## src/rtl/axi_master_fsm_if.sv

```systemverilog
// AXI4-Lite-style write/read channel bundle between the command initiator and the memory slave.
// M_* signals are driven by the initiator and S_* signals by the slave; M_BLEN carries the read lane mask.
interface axi_master_fsm_if;
    logic        M_AWVALID;
    logic [31:0] M_AWADDR;
    logic        S_AWREADY;

    logic        M_WVALID;
    logic [31:0] M_WDATA;
    logic [3:0]  M_WSTRB;
    logic        S_WREADY;

    logic        M_BREADY;
    logic        S_BVALID;
    logic [1:0]  S_BRESP;

    logic        M_ARVALID;
    logic [31:0] M_ARADDR;
    logic [3:0]  M_BLEN;
    logic        S_ARREADY;

    logic        M_RREADY;
    logic        S_RVALID;
    logic [31:0] S_RDATA;

    modport master (
        output M_AWVALID, M_AWADDR, M_WVALID, M_WDATA, M_WSTRB, M_BREADY,
               M_ARVALID, M_ARADDR, M_BLEN, M_RREADY,
        input  S_AWREADY, S_WREADY, S_BVALID, S_BRESP, S_ARREADY, S_RVALID, S_RDATA
    );

    modport slave (
        input  M_AWVALID, M_AWADDR, M_WVALID, M_WDATA, M_WSTRB, M_BREADY,
               M_ARVALID, M_ARADDR, M_BLEN, M_RREADY,
        output S_AWREADY, S_WREADY, S_BVALID, S_BRESP, S_ARREADY, S_RVALID, S_RDATA
    );
endinterface

```

## src/rtl/axi_master_fsm.sv

```systemverilog
// Single-outstanding AXI4-Lite-style initiator: one command in, one AW/W/B write or AR/R read out,
// one response pulse back. All outputs are registered; the current state is exported on state_dbg.
module axi_master_fsm #(
    parameter int TIMEOUT_CYCLES = 256,
    parameter int TO_W           = 9
) (
    input  logic             S_ACLK,
    input  logic             S_ARRESET_N,
    input  logic             cmd_valid,
    output logic             cmd_ready,
    input  logic             cmd_write,
    input  logic [31:0]      cmd_addr,
    input  logic [31:0]      cmd_wdata,
    input  logic [3:0]       cmd_strb,
    output logic             rsp_valid,
    output logic             rsp_write,
    output logic [1:0]       rsp_resp,
    output logic [31:0]      rsp_rdata,
    output logic [2:0]       state_dbg,
    axi_master_fsm_if.master bus
);

    // Every channel transfers on a rising edge where its VALID and READY are both high;
    // a VALID, once raised, stays high with a stable payload until that transfer happens.

    typedef enum logic [2:0] {
        IDLE    = 3'd0,
        WR_AW_W = 3'd1,
        WR_RESP = 3'd2,
        RD_AR   = 3'd3,
        RD_DATA = 3'd4,
        RSP     = 3'd5
    } state_t;

    localparam bit            TO_EN   = (TIMEOUT_CYCLES > 0);
    localparam logic [TO_W-1:0] TO_LAST = TO_W'((TIMEOUT_CYCLES > 0) ? TIMEOUT_CYCLES - 1 : 0);

    state_t            state_q, state_d;
    logic              cmd_ready_q, cmd_ready_d;
    logic              awvalid_q, awvalid_d;
    logic              wvalid_q, wvalid_d;
    logic              bready_q, bready_d;
    logic              arvalid_q, arvalid_d;
    logic              rready_q, rready_d;
    logic              rsp_valid_q, rsp_valid_d;
    logic              rsp_write_q, rsp_write_d;
    logic [1:0]        rsp_resp_q, rsp_resp_d;
    logic [31:0]       rsp_rdata_q, rsp_rdata_d;
    logic [31:0]       addr_q, addr_d;
    logic [31:0]       wdata_q, wdata_d;
    logic [3:0]        strb_q, strb_d;
    logic [TO_W-1:0]   to_cnt_q, to_cnt_d;

    logic accept;
    logic aw_done;
    logic w_done;
    logic to_hit;

    assign accept  = cmd_valid && cmd_ready_q;
    assign aw_done = !awvalid_q || bus.S_AWREADY;
    assign w_done  = !wvalid_q || bus.S_WREADY;
    assign to_hit  = TO_EN && (to_cnt_q == TO_LAST);

    always_ff @(posedge S_ACLK or negedge S_ARRESET_N) begin
        if (!S_ARRESET_N) begin
            state_q     <= IDLE;
            cmd_ready_q <= 1'b0;
            awvalid_q   <= 1'b0;
            wvalid_q    <= 1'b0;
            bready_q    <= 1'b0;
            arvalid_q   <= 1'b0;
            rready_q    <= 1'b0;
            rsp_valid_q <= 1'b0;
            rsp_write_q <= 1'b0;
            rsp_resp_q  <= 2'b00;
            rsp_rdata_q <= 32'd0;
            addr_q      <= 32'd0;
            wdata_q     <= 32'd0;
            strb_q      <= 4'd0;
            to_cnt_q    <= '0;
        end else begin
            state_q     <= state_d;
            cmd_ready_q <= cmd_ready_d;
            awvalid_q   <= awvalid_d;
            wvalid_q    <= wvalid_d;
            bready_q    <= bready_d;
            arvalid_q   <= arvalid_d;
            rready_q    <= rready_d;
            rsp_valid_q <= rsp_valid_d;
            rsp_write_q <= rsp_write_d;
            rsp_resp_q  <= rsp_resp_d;
            rsp_rdata_q <= rsp_rdata_d;
            addr_q      <= addr_d;
            wdata_q     <= wdata_d;
            strb_q      <= strb_d;
            to_cnt_q    <= to_cnt_d;
        end
    end

    always_comb begin
        state_d = state_q;
        unique case (state_q)
            IDLE:    if (accept) state_d = cmd_write ? WR_AW_W : RD_AR;
            WR_AW_W: if (aw_done && w_done) state_d = WR_RESP;
            WR_RESP: if (bus.S_BVALID || to_hit) state_d = RSP;
            RD_AR:   if (bus.S_ARREADY) state_d = RD_DATA;
            RD_DATA: if (bus.S_RVALID || to_hit) state_d = RSP;
            RSP:     state_d = IDLE;
            default: state_d = IDLE;
        endcase
    end

    // Computes the next value of every registered output from the current state and next state.
    always_comb begin
        cmd_ready_d = (state_d == IDLE);
        awvalid_d   = 1'b0;
        wvalid_d    = 1'b0;
        bready_d    = 1'b0;
        arvalid_d   = 1'b0;
        rready_d    = 1'b0;
        rsp_valid_d = 1'b0;
        rsp_write_d = rsp_write_q;
        rsp_resp_d  = rsp_resp_q;
        rsp_rdata_d = rsp_rdata_q;
        addr_d      = addr_q;
        wdata_d     = wdata_q;
        strb_d      = strb_q;
        to_cnt_d    = '0;
        unique case (state_q)
            IDLE: begin
                if (accept) begin
                    addr_d    = cmd_addr;
                    wdata_d   = cmd_wdata;
                    strb_d    = cmd_strb;
                    awvalid_d = cmd_write;
                    wvalid_d  = cmd_write;
                    arvalid_d = !cmd_write;
                end
            end
            WR_AW_W: begin
                awvalid_d = awvalid_q && !bus.S_AWREADY;
                wvalid_d  = wvalid_q && !bus.S_WREADY;
                bready_d  = (state_d == WR_RESP);
            end
            WR_RESP: begin
                bready_d = (state_d == WR_RESP);
                to_cnt_d = to_cnt_q + TO_W'(1);
                if (state_d == RSP) begin
                    rsp_valid_d = 1'b1;
                    rsp_write_d = 1'b1;
                    rsp_rdata_d = 32'd0;
                    rsp_resp_d  = bus.S_BVALID ? bus.S_BRESP : 2'b11;
                end
            end
            RD_AR: begin
                arvalid_d = !bus.S_ARREADY;
                rready_d  = bus.S_ARREADY;
            end
            RD_DATA: begin
                rready_d = (state_d == RD_DATA);
                to_cnt_d = to_cnt_q + TO_W'(1);
                if (state_d == RSP) begin
                    rsp_valid_d = 1'b1;
                    rsp_write_d = 1'b0;
                    rsp_rdata_d = bus.S_RVALID ? bus.S_RDATA : 32'd0;
                    rsp_resp_d  = bus.S_RVALID ? 2'b00 : 2'b11;
                end
            end
            RSP: begin
            end
            default: begin
            end
        endcase
    end

    assign cmd_ready     = cmd_ready_q;
    assign rsp_valid     = rsp_valid_q;
    assign rsp_write     = rsp_write_q;
    assign rsp_resp      = rsp_resp_q;
    assign rsp_rdata     = rsp_rdata_q;
    assign state_dbg     = state_q;
    assign bus.M_AWVALID = awvalid_q;
    assign bus.M_AWADDR  = addr_q;
    assign bus.M_WVALID  = wvalid_q;
    assign bus.M_WDATA   = wdata_q;
    assign bus.M_WSTRB   = strb_q;
    assign bus.M_BREADY  = bready_q;
    assign bus.M_ARVALID = arvalid_q;
    assign bus.M_ARADDR  = addr_q;
    assign bus.M_BLEN    = strb_q;
    assign bus.M_RREADY  = rready_q;

endmodule
```

## src/flat_wrapper.sv

```systemverilog
// flat-port wrapper written by rule: the top's interface ports become plain ports
module axi_master_fsm_flat 
#(
    parameter int TIMEOUT_CYCLES = 256,
    parameter int TO_W           = 9
)
  (S_ACLK, S_ARRESET_N, cmd_valid, cmd_ready, cmd_write, cmd_addr, cmd_wdata, cmd_strb, rsp_valid, rsp_write, rsp_resp, rsp_rdata, state_dbg, bus_M_AWVALID, bus_M_AWADDR, bus_M_WVALID, bus_M_WDATA, bus_M_WSTRB, bus_M_BREADY, bus_M_ARVALID, bus_M_ARADDR, bus_M_BLEN, bus_M_RREADY, bus_S_AWREADY, bus_S_WREADY, bus_S_BVALID, bus_S_BRESP, bus_S_ARREADY, bus_S_RVALID, bus_S_RDATA);
  axi_master_fsm_if bus_i ();
  input  logic S_ACLK;
  input  logic S_ARRESET_N;
  input  logic cmd_valid;
  output logic cmd_ready;
  input  logic cmd_write;
  input  logic [31:0] cmd_addr;
  input  logic [31:0] cmd_wdata;
  input  logic [3:0] cmd_strb;
  output logic rsp_valid;
  output logic rsp_write;
  output logic [1:0] rsp_resp;
  output logic [31:0] rsp_rdata;
  output logic [2:0] state_dbg;
  output wire logic [$bits(bus_i.M_AWVALID)-1:0] bus_M_AWVALID;
  output wire logic [$bits(bus_i.M_AWADDR)-1:0] bus_M_AWADDR;
  output wire logic [$bits(bus_i.M_WVALID)-1:0] bus_M_WVALID;
  output wire logic [$bits(bus_i.M_WDATA)-1:0] bus_M_WDATA;
  output wire logic [$bits(bus_i.M_WSTRB)-1:0] bus_M_WSTRB;
  output wire logic [$bits(bus_i.M_BREADY)-1:0] bus_M_BREADY;
  output wire logic [$bits(bus_i.M_ARVALID)-1:0] bus_M_ARVALID;
  output wire logic [$bits(bus_i.M_ARADDR)-1:0] bus_M_ARADDR;
  output wire logic [$bits(bus_i.M_BLEN)-1:0] bus_M_BLEN;
  output wire logic [$bits(bus_i.M_RREADY)-1:0] bus_M_RREADY;
  input wire logic [$bits(bus_i.S_AWREADY)-1:0] bus_S_AWREADY;
  input wire logic [$bits(bus_i.S_WREADY)-1:0] bus_S_WREADY;
  input wire logic [$bits(bus_i.S_BVALID)-1:0] bus_S_BVALID;
  input wire logic [$bits(bus_i.S_BRESP)-1:0] bus_S_BRESP;
  input wire logic [$bits(bus_i.S_ARREADY)-1:0] bus_S_ARREADY;
  input wire logic [$bits(bus_i.S_RVALID)-1:0] bus_S_RVALID;
  input wire logic [$bits(bus_i.S_RDATA)-1:0] bus_S_RDATA;
  assign bus_M_AWVALID = bus_i.M_AWVALID;
  assign bus_M_AWADDR = bus_i.M_AWADDR;
  assign bus_M_WVALID = bus_i.M_WVALID;
  assign bus_M_WDATA = bus_i.M_WDATA;
  assign bus_M_WSTRB = bus_i.M_WSTRB;
  assign bus_M_BREADY = bus_i.M_BREADY;
  assign bus_M_ARVALID = bus_i.M_ARVALID;
  assign bus_M_ARADDR = bus_i.M_ARADDR;
  assign bus_M_BLEN = bus_i.M_BLEN;
  assign bus_M_RREADY = bus_i.M_RREADY;
  assign bus_i.S_AWREADY = bus_S_AWREADY;
  assign bus_i.S_WREADY = bus_S_WREADY;
  assign bus_i.S_BVALID = bus_S_BVALID;
  assign bus_i.S_BRESP = bus_S_BRESP;
  assign bus_i.S_ARREADY = bus_S_ARREADY;
  assign bus_i.S_RVALID = bus_S_RVALID;
  assign bus_i.S_RDATA = bus_S_RDATA;
  axi_master_fsm #(.TIMEOUT_CYCLES(TIMEOUT_CYCLES), .TO_W(TO_W)) u_core (.S_ACLK(S_ACLK), .S_ARRESET_N(S_ARRESET_N), .cmd_valid(cmd_valid), .cmd_ready(cmd_ready), .cmd_write(cmd_write), .cmd_addr(cmd_addr), .cmd_wdata(cmd_wdata), .cmd_strb(cmd_strb), .rsp_valid(rsp_valid), .rsp_write(rsp_write), .rsp_resp(rsp_resp), .rsp_rdata(rsp_rdata), .state_dbg(state_dbg), .bus(bus_i));
endmodule
```

## config.mk

```make
export PLATFORM = sky130hd
export DESIGN_NAME = axi_master_fsm_flat
export DESIGN_NICKNAME = d
export VERILOG_FILES = /design/src/rtl/axi_master_fsm_if.sv /design/src/rtl/axi_master_fsm.sv /design/src/flat_wrapper.sv
export SDC_FILE = /design/constraint.sdc
export NUM_CORES = 1
export LEC_CHECK = 0
export CAP_MARGIN = 10
export CELL_PAD_IN_SITES_DETAIL_PLACEMENT = 1
export CELL_PAD_IN_SITES_GLOBAL_PLACEMENT = 1
export CORE_UTILIZATION = 33
export DETAILED_ROUTE_END_ITERATION = 6
export PLACE_DENSITY_LB_ADDON = 0.1
export SYNTH_ARGS = -nofsm -noshare
export SYNTH_HDL_FRONTEND = slang
export SYNTH_SLANG_ARGS = --single-unit
```

## constraint.sdc

```tcl
create_clock -name S_ACLK -period 3.7 [get_ports S_ACLK]
set_clock_uncertainty 0.1 [all_clocks]
set_input_delay 0.37 -clock S_ACLK [delete_from_list [all_inputs] [get_ports S_ACLK]]
set_output_delay 0.37 -clock S_ACLK [all_outputs]
set_load 0.01 [all_outputs]
```

# After elaboration in Yosys (flattened, before gate mapping)
# Cells that the tools add are included.
[totals] wordCells=76 out_inout_bits=149 in_bits=111 ff_bits=122
[classes] reduce_logical=21 n_addsub=1 n_eq_ne=10 n_mux=29
[op_table] cell="$mux W32" n=3
[op_table] cell="$pmux W32 S2" n=1
[op_table] cell="$mux W3" n=5
[op_table] cell="$pmux W3 S5" n=1
[op_table] cell="$mux W2" n=5
[op_table] cell="$pmux W1 S2" n=5
[op_table] cell="$add A9 B1 Y9 const B" n=1
[op_table] cell="$eq A3 B2 Y1 const B" n=3
[op_table] cell="$eq A3 B3 Y1 const B" n=3
[op_table] cell="$eq A9 B8 Y1 const B" n=1
[op_table] cell="$mux W9" n=1
[op_table] cell="$mux W1" n=7
[op_table] cell="$logic_not A1 Y1" n=6
[op_table] cell="$logic_not A3 Y1" n=2
[op_table] cell="$logic_and A1 B1 Y1" n=4
[op_table] cell="$logic_or A1 B1 Y1" n=4
[op_table] cell="$ne A2 B1 Y1 const B" n=2
[op_table] cell="$pmux W2 S2" n=1
[op_table] cell="$reduce_or A2 Y1" n=2
[op_table] cell="$eq A3 B1 Y1 const B" n=1
[op_table] cell="$reduce_and A3 Y1" n=1
[op_table] cell="$reduce_and A2 Y1" n=1
[op_table] cell="$reduce_bool A2 Y1" n=1

# Logic depth before layout (Yosys ltp)
[logic_depth] word_depth=8 ltp_mapped=10 depth_no_buf=9

# Least setup slack after synthesis
# No wires, ideal clock.
[synth_path] kind="register -> register" startpoint="register u_core.to_cnt_q[0]" endpoint="register u_core.rsp_rdata_q[25], in the netlist u_core.rsp_rdata[25]" setup_time_ns=0.121 path_stages_with_launch=11 path_buffers=1 slack_ns=1.407 arrival_time_ns=2.072 required_ns=3.479 synth_period_minus_slack_ns=2.293 cell_sequence="dfrtp_1 ha_1 nand3_1 nor3_1 ha_1 nor3_1 or3b_4 o2111ai_4 nand2_4 buf_6 a22o_1"
[synth_between] elab_chain_len=7 elab_cells_between_ends=10 classes_between="4 x eq/ne; 3 x mux; 3 x reduce/logical"
[synth_lines] element="start, declared" line_no="axi_master_fsm.sv:52" source="logic [TO_W-1:0] to_cnt_q, to_cnt_d;"
[synth_lines] element="start signal, assigned" line_no="axi_master_fsm.sv:96" source="to_cnt_q <= to_cnt_d;"
[synth_lines] element="$eq A9 B8 Y1 *" line_no="axi_master_fsm.sv:62" source="assign to_hit = TO_EN && (to_cnt_q == TO_LAST);"
[synth_lines] element="$logic_or A1 B1 Y1, on equally long branches" line_no="axi_master_fsm.sv:107, axi_master_fsm.sv:105"
[synth_lines] element="$mux W3, on equally long branches" line_no="axi_master_fsm.sv:107, axi_master_fsm.sv:105"
[synth_lines] element="$pmux W3 S5 *" line_no="axi_master_fsm.sv:102" source="unique case (state_q)"
[synth_lines] element="named net u_core.state_d[0]" line_no="axi_master_fsm.sv:38" source="state_t state_q, state_d;"
[synth_lines] element="$eq A3 B3 Y1 *" line_no="axi_master_fsm.sv:148, axi_master_fsm.sv:162"
[synth_lines] element="$ne A2 B1 Y1 (no source line)"
[synth_lines] element="$reduce_and A3 Y1 (no source line) *"
[synth_lines] element="end signal, assigned" line_no="axi_master_fsm.sv:92" source="rsp_rdata_q <= rsp_rdata_d;"
[synth_lines] element="end, declared" line_no="axi_master_fsm.sv:48" source="logic [31:0] rsp_rdata_q, rsp_rdata_d;"
# Mark *: on every way through the listed nets, which the timed path passes. The rest lies on a longest branch.
# A chain may end at the register's enable or synchronous reset.

# Final worst setup path
[layout_path] startpoint="register u_core.to_cnt_q[0]" endpoint="register u_core.rsp_rdata_q[26], in the netlist u_core.rsp_rdata[26]"
# The elaborated chain is that of the path after synthesis.

==> metrics.log <==
[metrics] Worst Hold End: u_core.bus.M_WDATA[25]
[metrics] distinct cell type count of the synthesized netlist: 40
[metrics] hold bufs inserted after CTS: 1
[metrics] fraction of final layout cells sized beyond drive strength 1: 0.152
[metrics] switching share of power: 0.305
[metrics] worst path setup slack after routing: 1.08 ns
[metrics] clock tree from TritonCTS: yes
[metrics] top achievable clock speed: 381 MHz
[metrics] areal power density over the cells: 886 nW/um^2
[metrics] chain of cells forming the critical path: ha_1 > nand3_1 > nor3_1 > ha_1 > nor3_1 > or3b_4 > o2111ai_4 > nand2_4 > a22o_1
[metrics] CTS sink count: 122
[metrics] total number of H-tree levels: 4
[metrics] Clock Pin Slew Worst Setup and Hold Paths: 0.05 ns
[metrics] mean cell area of the mapped netlist: 14.2 sq um
[metrics] Mapped Area: 4970 sq um
[metrics] remaining number of nets flagged by the antenna check after routing: 0
[metrics] cell internal pwr: 4.95 mW
[metrics] global-route usage over all layers: 0.189
[metrics] I/O pin total: 260
[metrics] final hold vios: 0
[metrics] reg-to-reg slack, setup: 1.08 ns
[metrics] Synth top cells by count: 122 x sky130_fd_sc_hd__dfrtp_1, 48 x sky130_fd_sc_hd__mux2_2, 38 x sky130_fd_sc_hd__buf_4
[metrics] pin count of the biggest net entering global routing: 66
[metrics] maximum ir drop on the vdd rail: 0.369 mV
[metrics] Std-Cell Core Area: 14600 sq um
[metrics] Hold Path Class: flop to flop
[metrics] number of antenna violations at the first check in global routing: 0
[metrics] number of diodes: 0
[metrics] max-slew violation total from the final report: 0
[metrics] via count of the first global-routing pass: 3908
[metrics] x dimension of the die: 125 microns
[metrics] combinational group share of total power: 0.446
[metrics] global-route wire length before repair: 22.5 mm
[metrics] post-route setup TNS: 0 ns
[metrics] result of the run: finished clean
[metrics] Leakage Power: 3.41 nW
[metrics] FF-to-FF path depth: 9
[metrics] number of synthesized flops with an enable pin: 0
[metrics] chip height: 125 microns
[metrics] syn_nets: 464
[metrics] clock share of power: 0.223
[metrics] DRC viols: 0
[metrics] count of cells along the worst hold path: 1
[metrics] synthesis-to-layout area growth: 61.9%
[metrics] share of the cycle needed by the critical path after routing: 0.709
[metrics] effective utilization at floorplan: 0.340
[metrics] full die area: 15500 sq um
[metrics] cell chosen for the clock root: sky130_fd_sc_hd__clkbuf_16
[metrics] standard-cell row count: 44
[metrics] Max FO, Critical Path: 36
[metrics] post-placement worst setup slack: 1.06 ns
[metrics] Yosys reg bits: 122
[metrics] fraction of post-synthesis cell area in the top cell type by area: 0.615
[metrics] largest incremental delay on the critical path: 0.42 ns
[metrics] Switch Pwr: 2.17 mW
[metrics] number of max-cap violations: 0
[metrics] CP Data Required Time: 3.89 ns
[metrics] Crit. End Element: flop
[metrics] CP max stage cell: sky130_fd_sc_hd__or3b_4
[metrics] Least-Margin Pin Slew: 0.826 ns
[metrics] number of search-and-repair iterations in the first detailed-routing pass: 4
[metrics] Post-synth top flop: sky130_fd_sc_hd__dfrtp_1
[metrics] routed length per placed instance: 18.0 microns
[metrics] aggregate routed wire length: 14.0 mm
[metrics] Seq pwr share: 0.330
[metrics] global route total overflow: 0
[metrics] unrepaired setup endpoints after global routing: false
[metrics] number of warning messages in the yosys log: 0
[metrics] Slew HR: 0.449
[metrics] setup fix buffers added after clock tree synthesis: 0
[metrics] clk_lat worst skew: 0.41 ns
[metrics] start point of the worst min-delay path: u_core.bus.M_WDATA[25]
[metrics] part of the Yosys area used for sequential elements: 0.615
[metrics] Detailed Route Iter0 Violations: 152
[metrics] share of the core filled with cells: 0.551
[metrics] vias after detailed routing: 3648
[metrics] post-cts repair resize count: 0
[metrics] fraction of registers with async set or reset after synthesis: 1.00
[metrics] HPWL after detailed placement: 10.4 mm
[metrics] most common cell in the netlist: sky130_fd_sc_hd__dfrtp_1
[metrics] cell accounting for the most synthesized area: sky130_fd_sc_hd__dfrtp_1
[metrics] Port Buffer Count: 259
[metrics] final number of setup-violating endpoints: 0
[metrics] number of buffers added by the clock tree synthesis step: 17
[metrics] worst reg2reg endpoint: u_core.rsp_rdata[26]
[metrics] final RePlAce weighted congestion: 0.744
[metrics] cells taking the most area after synthesis: sky130_fd_sc_hd__dfrtp_1 61%, sky130_fd_sc_hd__mux2_2 11%, sky130_fd_sc_hd__a22o_1 6.0%
[metrics] post-layout minimum cycle time: 2.62 ns
[metrics] routed via count divided by cell count: 4.69
[metrics] CP Launch Type: flop
[metrics] Gate Count Post-Synth: 351
[metrics] kind of critical path: flop to flop
[metrics] number of nets at the end of the flow: 694
[metrics] CTS max path bufs: 2
[metrics] Worst Path Arrival: 2.82 ns
[metrics] launch instance of the worst register-to-register path: u_core.to_cnt_q[0]
==> how the worst max path moves through the flow <==
stage	cells past startpoint	endpoint	start	slack, ns
2_1_floorplan	10	u_core.rsp_rdata[25]	u_core.to_cnt_q[0]	1.41
3_3_place_gp	9	u_core.rsp_rdata[7]	u_core.to_cnt_q[0]	1.14
3_5_place_dp	9	u_core.rsp_rdata[26]	u_core.to_cnt_q[0]	1.06
4_1_cts	9	u_core.rsp_rdata[26]	u_core.to_cnt_q[0]	1.05
5_1_grt	9	u_core.rsp_rdata[25]	u_core.to_cnt_q[0]	0.84
6_report	9	u_core.rsp_rdata[26]	u_core.to_cnt_q[0]	1.08
==> power by group through the flow <==
stage,Combinational (mW),Sequential [mW],Clock [mW]
final,3.18,2.35,1.59
after global placement,3.16,2.34,0
after global routing,3.38,2.45,1.69
after floorplan,1.29,2.58,0
after CTS,3.23,2.36,1.63
after detailed placement,3.22,2.38,0
==> layout make-up <==
cell class | count | area (sq um)
Multi-Input combinational cell | 168 | 1510
Timing Repair Buffer | 264 | 2640
Sequential cell | 122 | 3050
Clock buffer | 26 | 519
Fill cell | 1421 | 6550
Inverter | 8 | 30.0
Tap cell | 184 | 230
Clock inverter | 6 | 60.1
==> worst max-delay path: cells and delay by family (launching register included) <==
kind                     cells  cell delay (ns)
AO/OA/AOI/OAI                2             0.46
adder cells (fa/ha/maj)      2             0.43
flip-flops                   1             0.39
AND/OR/NAND/NOR              5             1.11
==> flip-flops by register name (all words and copies together) (netlist names), 2 cells and up <==
signal / count
u_core.bus.M_BLEN: 4
u_core.to_cnt_q: 9
u_core.bus.M_ARADDR: 32
u_core.rsp_resp: 2
u_core.bus.M_WDATA: 32
u_core.state_dbg: 3
u_core.rsp_rdata: 32
==> kinds of logic (layout without fill, tap and decap cells) <==
group,Yosys count,after routing,synth area share
adders and majority gates,2,2,0.00504
muxes,70,70,0.158
and+or+nand+nor,41,41,0.0469
DFF,122,122,0.615
xor gates and xnor gates,4,4,0.00705
AOI/OAI and AO/OA,51,51,0.0859
buffers and inverters,61,304,0.0824
==> cells in the final DEF, fill, tap and decap left out, types with 3 or more instances in the layout <==
cell / count
sky130_fd_sc_hd__mux2_2: 48
sky130_fd_sc_hd__a22o_1: 34
sky130_fd_sc_hd__inv_1: 8
sky130_fd_sc_hd__nor3_1: 4
sky130_fd_sc_hd__clkbuf_8: 6
sky130_fd_sc_hd__a21oi_1: 3
sky130_fd_sc_hd__o21ai_0: 5
sky130_fd_sc_hd__buf_4: 4
sky130_fd_sc_hd__clkbuf_1: 3
sky130_fd_sc_hd__xnor2_1: 3
sky130_fd_sc_hd__mux2_1: 20
sky130_fd_sc_hd__clkdlybuf4s50_1: 258
sky130_fd_sc_hd__dfrtp_1: 122
sky130_fd_sc_hd__clkbuf_16: 17
sky130_fd_sc_hd__nor2_1: 13
sky130_fd_sc_hd__nand3_1: 5
sky130_fd_sc_hd__clkinv_2: 3
sky130_fd_sc_hd__nand2_1: 4
==> through the flow <==
stage	area [sq um]	power, mW	instances	hold WS (ns)
2_1_floorplan	4970	3.87	351	-0.0256
3_3_place_gp	7450	5.50	745	0.372
3_5_place_dp	7450	5.59	745	0.381
4_1_cts	8040	7.23	778	0.397
5_1_grt	8040	7.52	778	0.405
6_report	8040	7.13	778	0.393
==> routing by layer <==
layer / global-route usage / up-vias / part of all wire
met5: 0 / - / 0
met4: 0.0524 / 0 / 0.011
met1: 0.221 / 1801 / 0.41
li1: - / 1658 / -
met3: 0.0915 / 14 / 0.10
met2: 0.305 / 175 / 0.48
Note: power is estimated with default switching activity, not from simulation.
